File: src/rtl/hzu_sb_if.sv
// hzu_sb_if: pipeline <-> hazard unit signal bundle.
// The master side (pipeline) drives register addresses and stage control;
// the slave side (hazard unit) returns stall/flush/freeze/forward controls.
// Performance counter outputs exist only when HZU_PERF_CNT_EN is defined.
interface hzu_sb_if #(
  parameter int NREG  = 32,
  parameter int AW    = $clog2(NREG),
  parameter int CNT_W = 32
);
  // ID stage
  logic [AW-1:0]   rs1_addr_id, rs2_addr_id, rd_addr_id;
  logic            rd_we_id, is_store_id, is_long_id;
  // EX stage
  logic [AW-1:0]   rd_addr_ex, rs1_addr_ex, rs2_addr_ex;
  logic            rd_we_ex, is_load_ex, tk_brnch_ex, long_issue_ex;
  // MDU completion
  logic            long_done;
  logic [AW-1:0]   long_done_rd;
  // MEM stage
  logic [AW-1:0]   rd_addr_mem, rs2_addr_mem;
  logic            rd_we_mem, is_load_mem, is_store_mem, dmem_busy;
  // WB stage
  logic [AW-1:0]   rd_addr_wb;
  logic            rd_we_wb;
  // Controls back to the pipeline
  logic [1:0]      forward_a_sel, forward_b_sel, forward_store_sel;
  logic            stall, flush_if_id, flush_id_ex, freeze;
  logic [NREG-1:0] sb_pending;
  logic            sb_full;
`ifdef HZU_PERF_CNT_EN
  logic [CNT_W-1:0] perf_stall_cyc, perf_sb_stall_cyc, perf_flush_cnt;
`endif

  modport master (
    output rs1_addr_id, rs2_addr_id, rd_addr_id, rd_we_id, is_store_id, is_long_id,
    output rd_addr_ex, rs1_addr_ex, rs2_addr_ex, rd_we_ex, is_load_ex, tk_brnch_ex,
    output long_issue_ex, long_done, long_done_rd,
    output rd_addr_mem, rs2_addr_mem, rd_we_mem, is_load_mem, is_store_mem, dmem_busy,
    output rd_addr_wb, rd_we_wb,
`ifdef HZU_PERF_CNT_EN
    input  perf_stall_cyc, perf_sb_stall_cyc, perf_flush_cnt,
`endif
    input  forward_a_sel, forward_b_sel, forward_store_sel,
    input  stall, flush_if_id, flush_id_ex, freeze, sb_pending, sb_full
  );

  modport slave (
    input  rs1_addr_id, rs2_addr_id, rd_addr_id, rd_we_id, is_store_id, is_long_id,
    input  rd_addr_ex, rs1_addr_ex, rs2_addr_ex, rd_we_ex, is_load_ex, tk_brnch_ex,
    input  long_issue_ex, long_done, long_done_rd,
    input  rd_addr_mem, rs2_addr_mem, rd_we_mem, is_load_mem, is_store_mem, dmem_busy,
    input  rd_addr_wb, rd_we_wb,
`ifdef HZU_PERF_CNT_EN
    output perf_stall_cyc, perf_sb_stall_cyc, perf_flush_cnt,
`endif
    output forward_a_sel, forward_b_sel, forward_store_sel,
    output stall, flush_if_id, flush_id_ex, freeze, sb_pending, sb_full
  );
endinterface

File: src/rtl/hzu_sb.sv
// hzu_sb: scoreboarded hazard detection and forwarding unit.
// Combinational load-use / store-data / branch handling plus a registered
// pending bit per register for multi-cycle MDU ops and an in-flight counter.
// Optional macro HZU_PERF_CNT_EN adds stall/flush performance counters.
module hzu_sb #(
  parameter int NREG       = 32,
  parameter int AW         = $clog2(NREG),
  parameter int LONG_DEPTH = 2,
  parameter int CNT_W      = 32
) (
  input logic     clk,
  input logic     rst,
  hzu_sb_if.slave hz
);
  localparam int            CW      = $clog2(LONG_DEPTH + 1);
  localparam logic [CW-1:0] DEPTH_C = CW'(LONG_DEPTH);

  logic [NREG-1:0] pend_q, pend_d;
  logic [CW-1:0]   cnt_q, cnt_d;
  logic            full_w;
  logic            c_ld_use, c_st_mem, c_st_wb, c_raw, c_waw, c_struct;
  logic            hazard_w, sb_cause_w;

  // Forward-select for one EX source: MEM (non-load) beats WB beats register file.
  function automatic logic [1:0] fwd_sel(input logic [AW-1:0] src,
                                         input logic [AW-1:0] rd_mem, input logic we_mem,
                                         input logic ld_mem,
                                         input logic [AW-1:0] rd_wb, input logic we_wb);
    if (we_mem && !ld_mem && rd_mem != '0 && rd_mem == src) return 2'b01;
    else if (we_wb && rd_wb != '0 && rd_wb == src)           return 2'b10;
    else                                                      return 2'b00;
  endfunction

  // Scoreboard next state: completion clears, a same-cycle newer issue re-sets.
  always_comb begin
    pend_d = pend_q;
    if (hz.long_done) pend_d[hz.long_done_rd] = 1'b0;
    if (hz.long_issue_ex && hz.rd_we_ex && hz.rd_addr_ex != '0) pend_d[hz.rd_addr_ex] = 1'b1;
    pend_d[0] = 1'b0;
  end

  // In-flight count: issue and done cancel; a done with nothing in flight is dropped.
  always_comb begin
    cnt_d = cnt_q;
    if (hz.long_issue_ex && !hz.long_done)                     cnt_d = cnt_q + CW'(1);
    else if (!hz.long_issue_ex && hz.long_done && cnt_q != '0) cnt_d = cnt_q - CW'(1);
  end

  // Scoreboard state registers.
  always_ff @(posedge clk or posedge rst) begin
    if (rst) begin
      pend_q <= '0;
      cnt_q  <= '0;
    end else begin
      pend_q <= pend_d;
      cnt_q  <= cnt_d;
    end
  end

  // Hazard causes; scoreboard causes look only at registered bits, so a
  // completing register still stalls for the cycle its done pulse arrives.
  always_comb begin
    full_w     = (cnt_q == DEPTH_C);
    c_ld_use   = hz.is_load_ex && hz.rd_we_ex && hz.rd_addr_ex != '0 &&
                 (hz.rd_addr_ex == hz.rs1_addr_id || hz.rd_addr_ex == hz.rs2_addr_id);
    c_st_mem   = hz.is_store_id && hz.is_load_mem && hz.rd_we_mem &&
                 hz.rd_addr_mem == hz.rs2_addr_id && hz.rs2_addr_id != '0;
    c_st_wb    = hz.is_store_id && hz.rd_we_wb &&
                 hz.rd_addr_wb == hz.rs2_addr_id && hz.rs2_addr_id != '0;
    c_raw      = pend_q[hz.rs1_addr_id] || pend_q[hz.rs2_addr_id];
    c_waw      = hz.rd_we_id && pend_q[hz.rd_addr_id];
    c_struct   = hz.is_long_id && full_w;
    sb_cause_w = c_raw || c_waw || c_struct;
    hazard_w   = c_ld_use || c_st_mem || c_st_wb || sb_cause_w;
  end

  assign hz.freeze      = hz.dmem_busy;
  assign hz.stall       = hazard_w || hz.dmem_busy;
  assign hz.flush_id_ex = (hazard_w || hz.tk_brnch_ex) && !hz.dmem_busy;
  assign hz.flush_if_id = hz.tk_brnch_ex && !hz.dmem_busy;
  assign hz.sb_pending  = pend_q;
  assign hz.sb_full     = full_w;

  assign hz.forward_a_sel = fwd_sel(hz.rs1_addr_ex, hz.rd_addr_mem, hz.rd_we_mem,
                                    hz.is_load_mem, hz.rd_addr_wb, hz.rd_we_wb);
  assign hz.forward_b_sel = fwd_sel(hz.rs2_addr_ex, hz.rd_addr_mem, hz.rd_we_mem,
                                    hz.is_load_mem, hz.rd_addr_wb, hz.rd_we_wb);
  assign hz.forward_store_sel = (hz.is_store_mem && hz.rd_we_wb && hz.rs2_addr_mem != '0 &&
                                 hz.rd_addr_wb == hz.rs2_addr_mem) ? 2'b01 : 2'b00;

`ifdef HZU_PERF_CNT_EN
  logic [CNT_W-1:0] perf_stall_q, perf_sb_q, perf_flush_q;

  // Free-running event counters, wrapping naturally at 2^CNT_W.
  always_ff @(posedge clk or posedge rst) begin
    if (rst) begin
      perf_stall_q <= '0;
      perf_sb_q    <= '0;
      perf_flush_q <= '0;
    end else begin
      if (hz.stall)       perf_stall_q <= perf_stall_q + CNT_W'(1);
      if (sb_cause_w)     perf_sb_q    <= perf_sb_q + CNT_W'(1);
      if (hz.flush_if_id) perf_flush_q <= perf_flush_q + CNT_W'(1);
    end
  end

  assign hz.perf_stall_cyc    = perf_stall_q;
  assign hz.perf_sb_stall_cyc = perf_sb_q;
  assign hz.perf_flush_cnt    = perf_flush_q;
`endif

  // Issuing into a full scoreboard (without a freeing completion) is a pipeline bug.
  a_issue_full: assert property (@(posedge clk) disable iff (rst)
    !(hz.long_issue_ex && !hz.long_done && full_w))
    else $error("hzu_sb: multi-cycle issue while scoreboard full");

  // A completion with nothing in flight is tolerated (e.g. after reset) but flagged.
  a_done_empty: assert property (@(posedge clk) disable iff (rst)
    !(hz.long_done && cnt_q == '0))
    else $warning("hzu_sb: completion with no op in flight, ignored");
endmodule

File: src/flat_wrapper.sv
// flat-port wrapper written by rule: the top's interface ports become plain ports
module hzu_sb_flat 
#(
  parameter int NREG       = 32,
  parameter int AW         = $clog2(NREG),
  parameter int LONG_DEPTH = 2,
  parameter int CNT_W      = 32
)
  (clk, rst, hz_rs1_addr_id, hz_rs2_addr_id, hz_rd_addr_id, hz_rd_we_id, hz_is_store_id, hz_is_long_id, hz_rd_addr_ex, hz_rs1_addr_ex, hz_rs2_addr_ex, hz_rd_we_ex, hz_is_load_ex, hz_tk_brnch_ex, hz_long_issue_ex, hz_long_done, hz_long_done_rd, hz_rd_addr_mem, hz_rs2_addr_mem, hz_rd_we_mem, hz_is_load_mem, hz_is_store_mem, hz_dmem_busy, hz_rd_addr_wb, hz_rd_we_wb, hz_forward_a_sel, hz_forward_b_sel, hz_forward_store_sel, hz_stall, hz_flush_if_id, hz_flush_id_ex, hz_freeze, hz_sb_pending, hz_sb_full);
  hzu_sb_if #(.NREG(NREG), .AW(AW), .CNT_W(CNT_W)) hz_i ();
  input logic clk;
  input logic rst;
  input wire logic [$bits(hz_i.rs1_addr_id)-1:0] hz_rs1_addr_id;
  input wire logic [$bits(hz_i.rs2_addr_id)-1:0] hz_rs2_addr_id;
  input wire logic [$bits(hz_i.rd_addr_id)-1:0] hz_rd_addr_id;
  input wire logic [$bits(hz_i.rd_we_id)-1:0] hz_rd_we_id;
  input wire logic [$bits(hz_i.is_store_id)-1:0] hz_is_store_id;
  input wire logic [$bits(hz_i.is_long_id)-1:0] hz_is_long_id;
  input wire logic [$bits(hz_i.rd_addr_ex)-1:0] hz_rd_addr_ex;
  input wire logic [$bits(hz_i.rs1_addr_ex)-1:0] hz_rs1_addr_ex;
  input wire logic [$bits(hz_i.rs2_addr_ex)-1:0] hz_rs2_addr_ex;
  input wire logic [$bits(hz_i.rd_we_ex)-1:0] hz_rd_we_ex;
  input wire logic [$bits(hz_i.is_load_ex)-1:0] hz_is_load_ex;
  input wire logic [$bits(hz_i.tk_brnch_ex)-1:0] hz_tk_brnch_ex;
  input wire logic [$bits(hz_i.long_issue_ex)-1:0] hz_long_issue_ex;
  input wire logic [$bits(hz_i.long_done)-1:0] hz_long_done;
  input wire logic [$bits(hz_i.long_done_rd)-1:0] hz_long_done_rd;
  input wire logic [$bits(hz_i.rd_addr_mem)-1:0] hz_rd_addr_mem;
  input wire logic [$bits(hz_i.rs2_addr_mem)-1:0] hz_rs2_addr_mem;
  input wire logic [$bits(hz_i.rd_we_mem)-1:0] hz_rd_we_mem;
  input wire logic [$bits(hz_i.is_load_mem)-1:0] hz_is_load_mem;
  input wire logic [$bits(hz_i.is_store_mem)-1:0] hz_is_store_mem;
  input wire logic [$bits(hz_i.dmem_busy)-1:0] hz_dmem_busy;
  input wire logic [$bits(hz_i.rd_addr_wb)-1:0] hz_rd_addr_wb;
  input wire logic [$bits(hz_i.rd_we_wb)-1:0] hz_rd_we_wb;
  output wire logic [$bits(hz_i.forward_a_sel)-1:0] hz_forward_a_sel;
  output wire logic [$bits(hz_i.forward_b_sel)-1:0] hz_forward_b_sel;
  output wire logic [$bits(hz_i.forward_store_sel)-1:0] hz_forward_store_sel;
  output wire logic [$bits(hz_i.stall)-1:0] hz_stall;
  output wire logic [$bits(hz_i.flush_if_id)-1:0] hz_flush_if_id;
  output wire logic [$bits(hz_i.flush_id_ex)-1:0] hz_flush_id_ex;
  output wire logic [$bits(hz_i.freeze)-1:0] hz_freeze;
  output wire logic [$bits(hz_i.sb_pending)-1:0] hz_sb_pending;
  output wire logic [$bits(hz_i.sb_full)-1:0] hz_sb_full;
  assign hz_i.rs1_addr_id = hz_rs1_addr_id;
  assign hz_i.rs2_addr_id = hz_rs2_addr_id;
  assign hz_i.rd_addr_id = hz_rd_addr_id;
  assign hz_i.rd_we_id = hz_rd_we_id;
  assign hz_i.is_store_id = hz_is_store_id;
  assign hz_i.is_long_id = hz_is_long_id;
  assign hz_i.rd_addr_ex = hz_rd_addr_ex;
  assign hz_i.rs1_addr_ex = hz_rs1_addr_ex;
  assign hz_i.rs2_addr_ex = hz_rs2_addr_ex;
  assign hz_i.rd_we_ex = hz_rd_we_ex;
  assign hz_i.is_load_ex = hz_is_load_ex;
  assign hz_i.tk_brnch_ex = hz_tk_brnch_ex;
  assign hz_i.long_issue_ex = hz_long_issue_ex;
  assign hz_i.long_done = hz_long_done;
  assign hz_i.long_done_rd = hz_long_done_rd;
  assign hz_i.rd_addr_mem = hz_rd_addr_mem;
  assign hz_i.rs2_addr_mem = hz_rs2_addr_mem;
  assign hz_i.rd_we_mem = hz_rd_we_mem;
  assign hz_i.is_load_mem = hz_is_load_mem;
  assign hz_i.is_store_mem = hz_is_store_mem;
  assign hz_i.dmem_busy = hz_dmem_busy;
  assign hz_i.rd_addr_wb = hz_rd_addr_wb;
  assign hz_i.rd_we_wb = hz_rd_we_wb;
  assign hz_forward_a_sel = hz_i.forward_a_sel;
  assign hz_forward_b_sel = hz_i.forward_b_sel;
  assign hz_forward_store_sel = hz_i.forward_store_sel;
  assign hz_stall = hz_i.stall;
  assign hz_flush_if_id = hz_i.flush_if_id;
  assign hz_flush_id_ex = hz_i.flush_id_ex;
  assign hz_freeze = hz_i.freeze;
  assign hz_sb_pending = hz_i.sb_pending;
  assign hz_sb_full = hz_i.sb_full;
  hzu_sb #(.NREG(NREG), .AW(AW), .LONG_DEPTH(LONG_DEPTH), .CNT_W(CNT_W)) u_core (.clk(clk), .rst(rst), .hz(hz_i));
endmodule
File: config.mk
export PLATFORM = sky130hd
export DESIGN_NAME = hzu_sb_flat
export DESIGN_NICKNAME = d
export VERILOG_FILES = /design/src/rtl/hzu_sb_if.sv /design/src/rtl/hzu_sb.sv /design/src/flat_wrapper.sv
export SDC_FILE = /design/constraint.sdc
export NUM_CORES = 1
export LEC_CHECK = 0
export BUFFER_PORTS_ARGS = -buffer_cell sky130_fd_sc_hd__buf_2
export CAP_MARGIN = 10
export CORE_MARGIN = 8
export CORE_UTILIZATION = 49
export DETAILED_ROUTE_END_ITERATION = 12
export GPL_TIMING_DRIVEN = 0
export PLACE_DENSITY_LB_ADDON = 0.12
export SLEW_MARGIN = 20
export SYNTH_ARGS = -nofsm -noshare
export SYNTH_HDL_FRONTEND = slang
export SYNTH_SLANG_ARGS = --single-unit
File: constraint.sdc
create_clock -name clk -period 3.25 [get_ports clk]
set_input_delay 0.4875 -clock clk [delete_from_list [all_inputs] [get_ports clk]]
set_output_delay 0.4875 -clock clk [all_outputs]
set_load 0.03 [all_outputs]
==> results of run 1 <==
path summary, 6_finish.rpt:
path / to / start / slack, ns
worst max-delay path: hz_flush_id_ex / u_core.hz.sb_pending[21]$_DFF_PP0_ / 0.12
worst min-delay path: u_core.cnt_q[1]$_DFFE_PP0P_ / rst / 0.31
worst max register to register: u_core.cnt_q[0]$_DFFE_PP0P_ / u_core.cnt_q[0]$_DFFE_PP0P_ / 2.17
worst min register to register: u_core.hz.sb_pending[25]$_DFF_PP0_ / u_core.hz.sb_pending[25]$_DFF_PP0_ / 0.58
max in group asynchronous: u_core.hz.sb_pending[12]$_DFF_PP0_ / rst / 2.50
min in group clk: u_core.cnt_q[0]$_DFFE_PP0P_ / hz_long_done / 0.56
through the flow:
stage,std cells,power (uW),utilization,hold WS (ns)
after floorplan,313,1050,-,0.544
after global placement,475,1270,0.596,0.563
after detailed placement,475,1280,0.596,0.569
after CTS,483,1570,0.610,0.325
after global routing,483,1660,0.610,0.372
final,483,1580,0.610,0.307
cell type report:
| class | instances | share of cell area |
|---|---|---|
| multi-input combinational | 249 | 0.561 |
| sequential | 33 | 0.230 |
| timing repair buffer | 87 | 0.121 |
| buffer | 25 | 0.0328 |
| tap | 75 | 0.0261 |
| clock buffer | 8 | 0.0223 |
| inverter | 6 | 0.00627 |
cell usage after synthesis (2+ instances only):
cell	number	area share
xnor2_1	30	0.088
a31oi_1	3	0.0063
nor2_1	6	0.0076
or3_1	2	0.0042
nand2b_1	4	0.0084
nor4_1	6	0.013
nand3b_1	10	0.025
mux4_2	13	0.098
buf_1	2	0.0025
clkbuf_1	17	0.021
nand2_1	16	0.020
o221ai_1	2	0.0059
o22ai_1	3	0.0063
buf_4	4	0.010
nor2b_1	4	0.0084
mux2i_1	9	0.030
inv_1	6	0.0076
xor2_1	15	0.044
o21ai_0	64	0.11
nor3b_1	2	0.0050
nand3_1	10	0.017
nand4_1	4	0.0084
or3b_2	5	0.015
mux2_2	6	0.023
dfrtp_1	33	0.28
mux4_1	6	0.053
or4_1	4	0.010
registers in the layout (all words and copies together) (netlist names):
| signal | cells |
|---|---|
| u_core.cnt_q | 2 |
| u_core.hz.sb_pending | 31 |
power breakdown:
part	total [uW]	internal, uW	switching (uW)	leakage, uW
clock	294	152	142	0.0000395
sequential	593	486	107	0.000427
combinational	694	283	411	0.00105
total	1580	921	660	0.00152
layout by cell type, fill, tap and decap left out, types with 10 or more instances in the layout:
master | netlist | routed
clkbuf_1 | 17 | 20
nand3b_1 | 10 | 10
xor2_1 | 15 | 15
mux4_2 | 13 | 14
dfrtp_1 | 33 | 33
nand2_1 | 16 | 16
buf_2 | 1 | 88
xnor2_1 | 30 | 30
o21ai_0 | 64 | 64
nand3_1 | 10 | 10
worst max-delay path, delay by kind of cell (launching register included):
family          cells  cell delay (ns)
mux                 2             1.03
compound gates      2             0.50
flops               1             0.42
simple gates        1             0.21
buf+inv             1             0.20
timing repair:
item / in CTS / in global routing
hold buffers: 0 / 0
setup endpoints to repair: 0 / 2
gates resized for setup: 0 / 2
routing by layer:
layer | GRT usage | wire [um]
met1 | 0.284 | 4100
met2 | 0.350 | 4620
met3 | 0.0639 | 1030
met4 | 0.100 | 276
met5 | 0 | 0
logic make-up after synthesis:
group / count (synthesis)
AOI/OAI and AO/OA: 91
buffers and inverters: 31
DFF: 33
muxes: 34
xor gates and xnor gates: 45
and+or+nand+nor: 77
other: 1
==> results.yml, run 1 <==
status:
  status: "completed"
pwr:
  p_leak_uw: 0.00152
  vdd_ir_drop_max_mv: 0.301
  pwr_density_cell_nw_per_um2: 440
route:
  dr.pass1.iters: 5
  routed_wl_um: 10000
  ant_nets: 0
  vias: 3027
  drt_iter0_drc: 296
  drc: 0
  routedWlPerCell_um: 20.7
  avgViaCountPerCell: 6.27
layout:
  design_area_um2: 3590
  fillCellCount: 530
  drive_above_1_share: 0.314
  syn2layout_area_growth_pct: 20.6
  regArea_um2: 826
  multi_input_area_um2: 2020
  insertedDiodeCount: 0
  fin_nets: 472
placement:
  place_area_um2: 3510
  place_congestion: 0.866
  io_buffers: 87
  dp_hpwl_um: 7530
  dp_slack_ns: 0.146
logic_synthesis:
  synth_cell_types: 53
  synth_top_family_by_area: "multiplexers"
  synth_area_per_cell_um2: 9.54
  synth_ff_type: "dfrtp_1"
  yosys.area_share.adder: 0
  ys_ff_latch: 33
  synth_simple_gate_area_frac: 0.152
  synth_xor_area_frac: 0.132
  synth_edf_count: 0
  synth_warnings: 0
  synth_compound_area_frac: 0.185
  yosys-mux-area-fraction: 0.204
  async_flop_share: 1.00
  synth-seq-area-share: 0.277
  synth_cells: 312
  synthesis.area_um2: 2980
floorplanning:
  initial_utilization: 0.506
  io_pins: 108
  die_area_um2: 8820
  dieWidth_um: 93.9
  core_um2: 5890
  placementRows: 28
  dieHeight_um: 93.9
global_routing:
  grt_use_total: 0.225
  overflow: 0
  grt_pass1_wl_um: 15900
  grt_max_degree: 34
  antenna_found_initial: 0
  grt_pass1_vias: 3062
sta:
  setup_tns_ns: 0
  worst_pin_slew_ns: 0.684
  slew_headroom: 0.543
  period_share: 0.962
  clock_skew_ns: 0.00350
  rsz0062_at_grt: "no"
  post-route-min-period_ns: 3.13
  setup_ws_ns: 0.124
  fmax_ghz: 0.320
  final-hold-violation-count: 0
  setup_viol: 0
  slew_viol_final: 0
setup_path:
  cp_max_fo: 5
  crit_required_ns: 2.76
  critPathMaxStageDelay_ns: 0.53
  start_kind: "flip-flop"
  path_class: "reg2out"
  critPathCaptureType: "output port"
  worstPathCellList: "mux4_1 -> mux4_2 -> and3_4 -> a2111oi_2 -> a41oi_1 -> buf_2"
  worstRegToRegCells: 3
  cpMaxStageDelayCell: "mux4_1"
  cp.arrival_ns: 2.64
clock_tree:
  cts_num_sinks: 33
  clk_transition_reported_paths_ns: 0.06
  tritoncts: "done"
  cts_buffer_depth: 2
  cts_setup_buffers: 0
  clk_latency_ns: 0.28
  htree_levels: 2
  cts_buffers: 5
  root_buffer: "clkbuf_8"
job:
  maxCapViolCount: 0
min_path:
  hp-class: "in2async"
(Power assumes the default switching activity.)
==> inputs of run 2 (changes only) <==
- CORE_MARGIN: 8 -> 10
==> run 2 against run 1 <==
Total power rose by 1.0%. Setup slack got worse by 0.040 ns. Count of clock-buffer cells in the layout did not move. Sequential share of layout area fell by 0.071 points. Combinational power rose by 1%. Sequential cell count did not move. Sequential power barely moved. Cell area rose by 0.77%. Final cell count rose by 0.62%. Largest cell class unchanged.
==> results.yml, run 2 (synthesis gave the netlist of run 1 again) <==
clock_tree:
  cts_hold_buffers: 0
  clk_latency_ns: 0.28
  cts_buffer_depth: 2
  cts_num_sinks: 33
  root_buffer: "clkbuf_8"
  clk_transition_reported_paths_ns: 0.06
  htree_levels: 2
  tritoncts: "done"
  cts_buffers: 5
layout:
  fin_nets: 475
  design_area_um2: 3620
  fillCellCount: 542
  largest_reg_flops: 31
  final_common_cell: "buf_2"
  syn2layout_area_growth_pct: 21.6
  mostFrequentLayoutCells: "87 x buf_2, 64 x o21ai_0, 30 x xnor2_1, 30 x dfrtp_1, 20 x clkbuf_1"
  multi_input_area_um2: 2010
  drive_above_1_share: 0.321
  regArea_um2: 830
  final_cells: 486
  insertedDiodeCount: 0
placement:
  dp_hpwl_um: 7810
  dp.cells: 475
  io_buffers: 87
  place_area_um2: 3510
  place_congestion: 0.909
setup_path:
  cp.arrival_ns: 2.68
  critPathCaptureType: "output port"
  crit_required_ns: 2.76
  cp_max_fo: 4
  start_kind: "flip-flop"
  path_class: "reg2out"
route:
  dr.pass1.iters: 4
  drt_iter0_drc: 248
  ant_nets: 0
  routed_wl_um: 10300
  vias: 3018
  routedWlPerCell_um: 21.1
  avgViaCountPerCell: 6.21
  drc: 0
sta:
  slew_viol_final: 0
  fmax_ghz: 0.316
  final-hold-violation-count: 0
  rsz0062_at_grt: "no"
  setup_tns_ns: 0
  worst_pin_slew_ns: 0.686
  clock_skew_ns: 0.000514
  slew_headroom: 0.542
  post-route-min-period_ns: 3.17
  period_share: 0.974
  setup_viol: 0
floorplanning:
  die_area_um2: 9590
  initial_utilization: 0.503
  placementRows: 28
  dieWidth_um: 97.9
  core_um2: 5920
  dieHeight_um: 97.9
  io_pins: 108
pwr:
  fin_total_pwr_uw: 1600
  vdd_ir_drop_max_mv: 0.385
  pwr_density_cell_nw_per_um2: 441
  p_leak_uw: 0.00154
status:
  status: "completed"
job:
  maxCapViolCount: 0
global_routing:
  overflow: 0
  grt_max_degree: 34
  grt_pass1_vias: 3021
  antenna_found_initial: 0
  grt_pass1_wl_um: 15900
  grt_use_total: 0.201
min_path:
  hp-class: "in2async"
-- run 2: cell types whose count changed in the layout (fill, tap and decap cells not counted), sizes merged --
cell  previous run  this run
buf             95        98
-- run 2: stage by stage --
stage                      util  hold slack, ns  setup WS [ns]
after floorplan               -           0.544          0.282
after global placement    0.593           0.563          0.186
after detailed placement  0.593           0.565          0.144
after CTS                 0.606           0.326         0.0756
after global routing      0.611           0.361        0.00184
final                     0.611           0.301         0.0839
-- run 2: layout make-up --
type,instances,share of cell area
plain buffers,25,0.0325
clock buffers,8,0.0221
inverters,6,0.00622
multi-input cells,249,0.557
flip-flops and latches,33,0.229
well taps,75,0.0259
repair buffers,90,0.127
-- run 2: worst max-delay path, stage by stage (launching register included) --
cell and delay, ns:
dfrtp_2 0.44, mux4_1 0.51, mux4_2 0.50, and3_4 0.21
a2111oi_1 0.38, nand4_1 0.14, buf_2 0.21
-- run 2: worst paths after layout --
path | start | end | slack, ns | cells past startpoint
min | rst | u_core.cnt_q[1]$_DFFE_PP0P_ | 0.30 | 2
max | u_core.hz.sb_pending[17]$_DFF_PP0_ | hz_stall | 0.08 | 6
min reg2reg | u_core.hz.sb_pending[18]$_DFF_PP0_ | u_core.hz.sb_pending[18]$_DFF_PP0_ | 0.60 | 2
max reg2reg | u_core.cnt_q[0]$_DFFE_PP0P_ | u_core.cnt_q[0]$_DFFE_PP0P_ | 2.17 | 3
min in group clk | hz_rd_we_ex | u_core.hz.sb_pending[4]$_DFF_PP0_ | 0.52 | 3
max in group asynchronous | rst | u_core.hz.sb_pending[16]$_DFF_PP0_ | 2.47 | 2
-- run 2: what timing repair did --
item / CTS / global route
buffers inserted: 0 / 3
gates resized for setup: 0 / 5
endpoints found under the setup margin: 0 / 2
-- run 2: power by group --
part / total [uW] / switching [uW] / internal, uW
clock network: 299 / 147 / 152
registers: 595 / 107 / 488
logic: 704 / 413 / 291
total: 1600 / 667 / 930
-- run 2: routing by layer --
| layer | vias up | track usage | routed length [um] |
|---|---|---|---|
| li1 | 1382 | - | - |
| met1 | 1453 | 0.251 | 4280 |
| met2 | 159 | 0.314 | 4620 |
| met3 | 24 | 0.0634 | 1040 |
| met4 | 0 | 0.0839 | 314 |
| met5 | - | 0 | 0 |
==> inputs of run 3 (changes only) <==
- BUFFER_PORTS_ARGS: -buffer_cell sky130_fd_sc_hd__buf_2 -> unset
- DONT_BUFFER_PORTS: unset -> 1
==> run 3 against run 2 <==
Sequential share of layout area increased by 3.2 points. Non-clock buffer count decreased by 90. Via count decreased by 13%. Utilization decreased by 6.2 points. Critical path depth decreased by 1. Die area unchanged. Final cell count decreased by 19%. Clock power increased by 15%. Worst hold slack got worse by 0.12 ns.
==> results.yml, run 3 (synthesis gave the netlist of run 1 again) <==
setup_path:
  worst-r2r-setup-slack_ns: 1.77
  cp_max_fo: 5
  crit_start: "u_core.hz.sb_pending[19]$_DFF_PP0_"
  rr_startpoint: "u_core.cnt_q[0]$_DFFE_PP0P_"
  cpMostUsedCell: "mux4_2"
  critPathBufInv: 0
  cp_top_family: "multiplexers"
  worstPathCellList: "mux4_2 -> mux4_2 -> and3_4 -> a2111oi_4 -> nand4_1"
  critPathMaxStageDelay_ns: 0.51
  cp.depth: 5
  crit_required_ns: 2.76
  timing.rr.end: "u_core.cnt_q[0]$_DFFE_PP0P_"
  start_kind: "flip-flop"
  cp.arrival_ns: 2.70
  worstSetupEndpoint: "hz_stall"
  cpMaxStageDelayCell: "dfrtp_2"
  worstRegToRegCells: 3
  path_class: "reg2out"
  critPathCaptureType: "output port"
sta:
  setup_tns_ns: 0
  slew_headroom: 0.346
  slew_viol_final: 0
  whs_ns: 0.183
  setup_viol: 0
  post-route-min-period_ns: 3.18
  final-hold-violation-count: 0
  rsz0062_at_grt: "no"
  period_share: 0.980
  clock_skew_ns: 0.000190
  fmax_ghz: 0.314
  setup_ws_ns: 0.0664
  worst_pin_slew_ns: 0.979
layout:
  final_common_cell: "o21ai_0"
  insertedDiodeCount: 0
  syn2layout_area_growth_pct: 9.25
  design_area_um2: 3250
  largest_reg_flops: 31
  mostFrequentLayoutCells: "64 x o21ai_0, 30 x xnor2_1, 20 x dfrtp_2"
  fin_nets: 385
  fillCellCount: 551
  drive_above_1_share: 0.221
  final_cells: 396
clock_tree:
  root_buffer: "clkbuf_8"
  tritoncts: "done"
  htree_levels: 2
  cts_hold_buffers: 0
  cts_buffers: 5
  clk_latency_ns: 0.29
  clk_transition_reported_paths_ns: 0.07
  cts_buffer_depth: 2
  cts_num_sinks: 33
placement:
  dp.cells: 388
  place_area_um2: 3100
  place_congestion: 0.878
  dp_slack_ns: 0.103
  io_buffers: 0
  dp_hpwl_um: 7570
pwr:
  p_leak_uw: 0.00112
  vdd_ir_drop_max_mv: 0.327
  pwr_density_cell_nw_per_um2: 472
floorplanning:
  placementRows: 28
  dieWidth_um: 97.9
  initial_utilization: 0.503
  core_um2: 5920
  dieHeight_um: 97.9
  die_area_um2: 9590
  io_pins: 108
route:
  dr.pass1.iters: 4
  ant_nets: 0
  vias: 2634
  drc: 0
  drt_iter0_drc: 251
  routed_wl_um: 9870
  routedWlPerCell_um: 24.9
  avgViaCountPerCell: 6.65
global_routing:
  grt_max_degree: 34
  overflow: 0
  grt_pass1_vias: 2613
  grt_use_total: 0.195
  grt_pass1_wl_um: 15200
  antenna_found_initial: 0
job:
  maxCapViolCount: 0
min_path:
  hp-class: "in2async"
status:
  status: "completed"
[run 3: layout make-up]
cell class	count	area, um2	area share
clock buffers	7	96.3	0.0296
inverters	6	22.5	0.00693
plain buffers	25	118	0.0362
multi-input cells	249	2070	0.635
flip-flops and latches	33	851	0.262
clock inverters	1	5.00	0.00154
well taps	75	93.8	0.0289
[run 3: timing repair]
item | 4_1_cts | 5_1_grt
setup endpoints to repair | 2 | 2
resized for setup | 20 | 7
setup buffers | 0 | 0
pin swaps | 1 | 3
[run 3: where the power goes]
group / switching [uW] / internal [uW] / total [uW] / leakage, uW
clock: 152 / 191 / 343 / 0.0000542
combinational: 207 / 218 / 425 / 0.000669
sequential: 273 / 493 / 766 / 0.000400
[run 3: per-layer routing]
metal,wire [um],global-route usage,vias to the layer above
li1,-,-,1191
met1,3820,0.243,1279
met2,4580,0.306,156
met3,1390,0.0860,8
met4,88,0.0414,0
met5,0,0,-
[run 3: worst reg2reg max path, delay by kind of cell (launching register included)]
| kind | cells | cell delay, ns |
|---|---|---|
| AO/OA/AOI/OAI | 1 | 0.18 |
| flip-flops | 1 | 0.43 |
| AND/OR/NAND/NOR | 2 | 0.80 |
[run 3: worst min-delay path by stage]
stage                                 from                                  to  cells after the start  slack (ns)
4_1_cts                                rst  u_core.hz.sb_pending[20]$_DFF_PP0_                      1        0.21
5_1_grt                                rst         u_core.cnt_q[1]$_DFFE_PP0P_                      1        0.23
3_5_place_dp                           rst  u_core.hz.sb_pending[17]$_DFF_PP0_                      1        0.52
2_1_floorplan  u_core.cnt_q[1]$_DFFE_PP0P_         u_core.cnt_q[1]$_DFFE_PP0P_                      2        0.54
6_report                               rst  u_core.hz.sb_pending[17]$_DFF_PP0_                      1        0.18
3_3_place_gp   u_core.cnt_q[1]$_DFFE_PP0P_         u_core.cnt_q[1]$_DFFE_PP0P_                      2        0.57
[run 3: stage by stage]
| stage | util | power (uW) |
|---|---|---|
| floorplan | - | 1050 |
| global placement | 0.519 | 1160 |
| detailed placement | 0.523 | 1170 |
| CTS | 0.545 | 1530 |
| global route | 0.549 | 1610 |
| finish | 0.549 | 1530 |
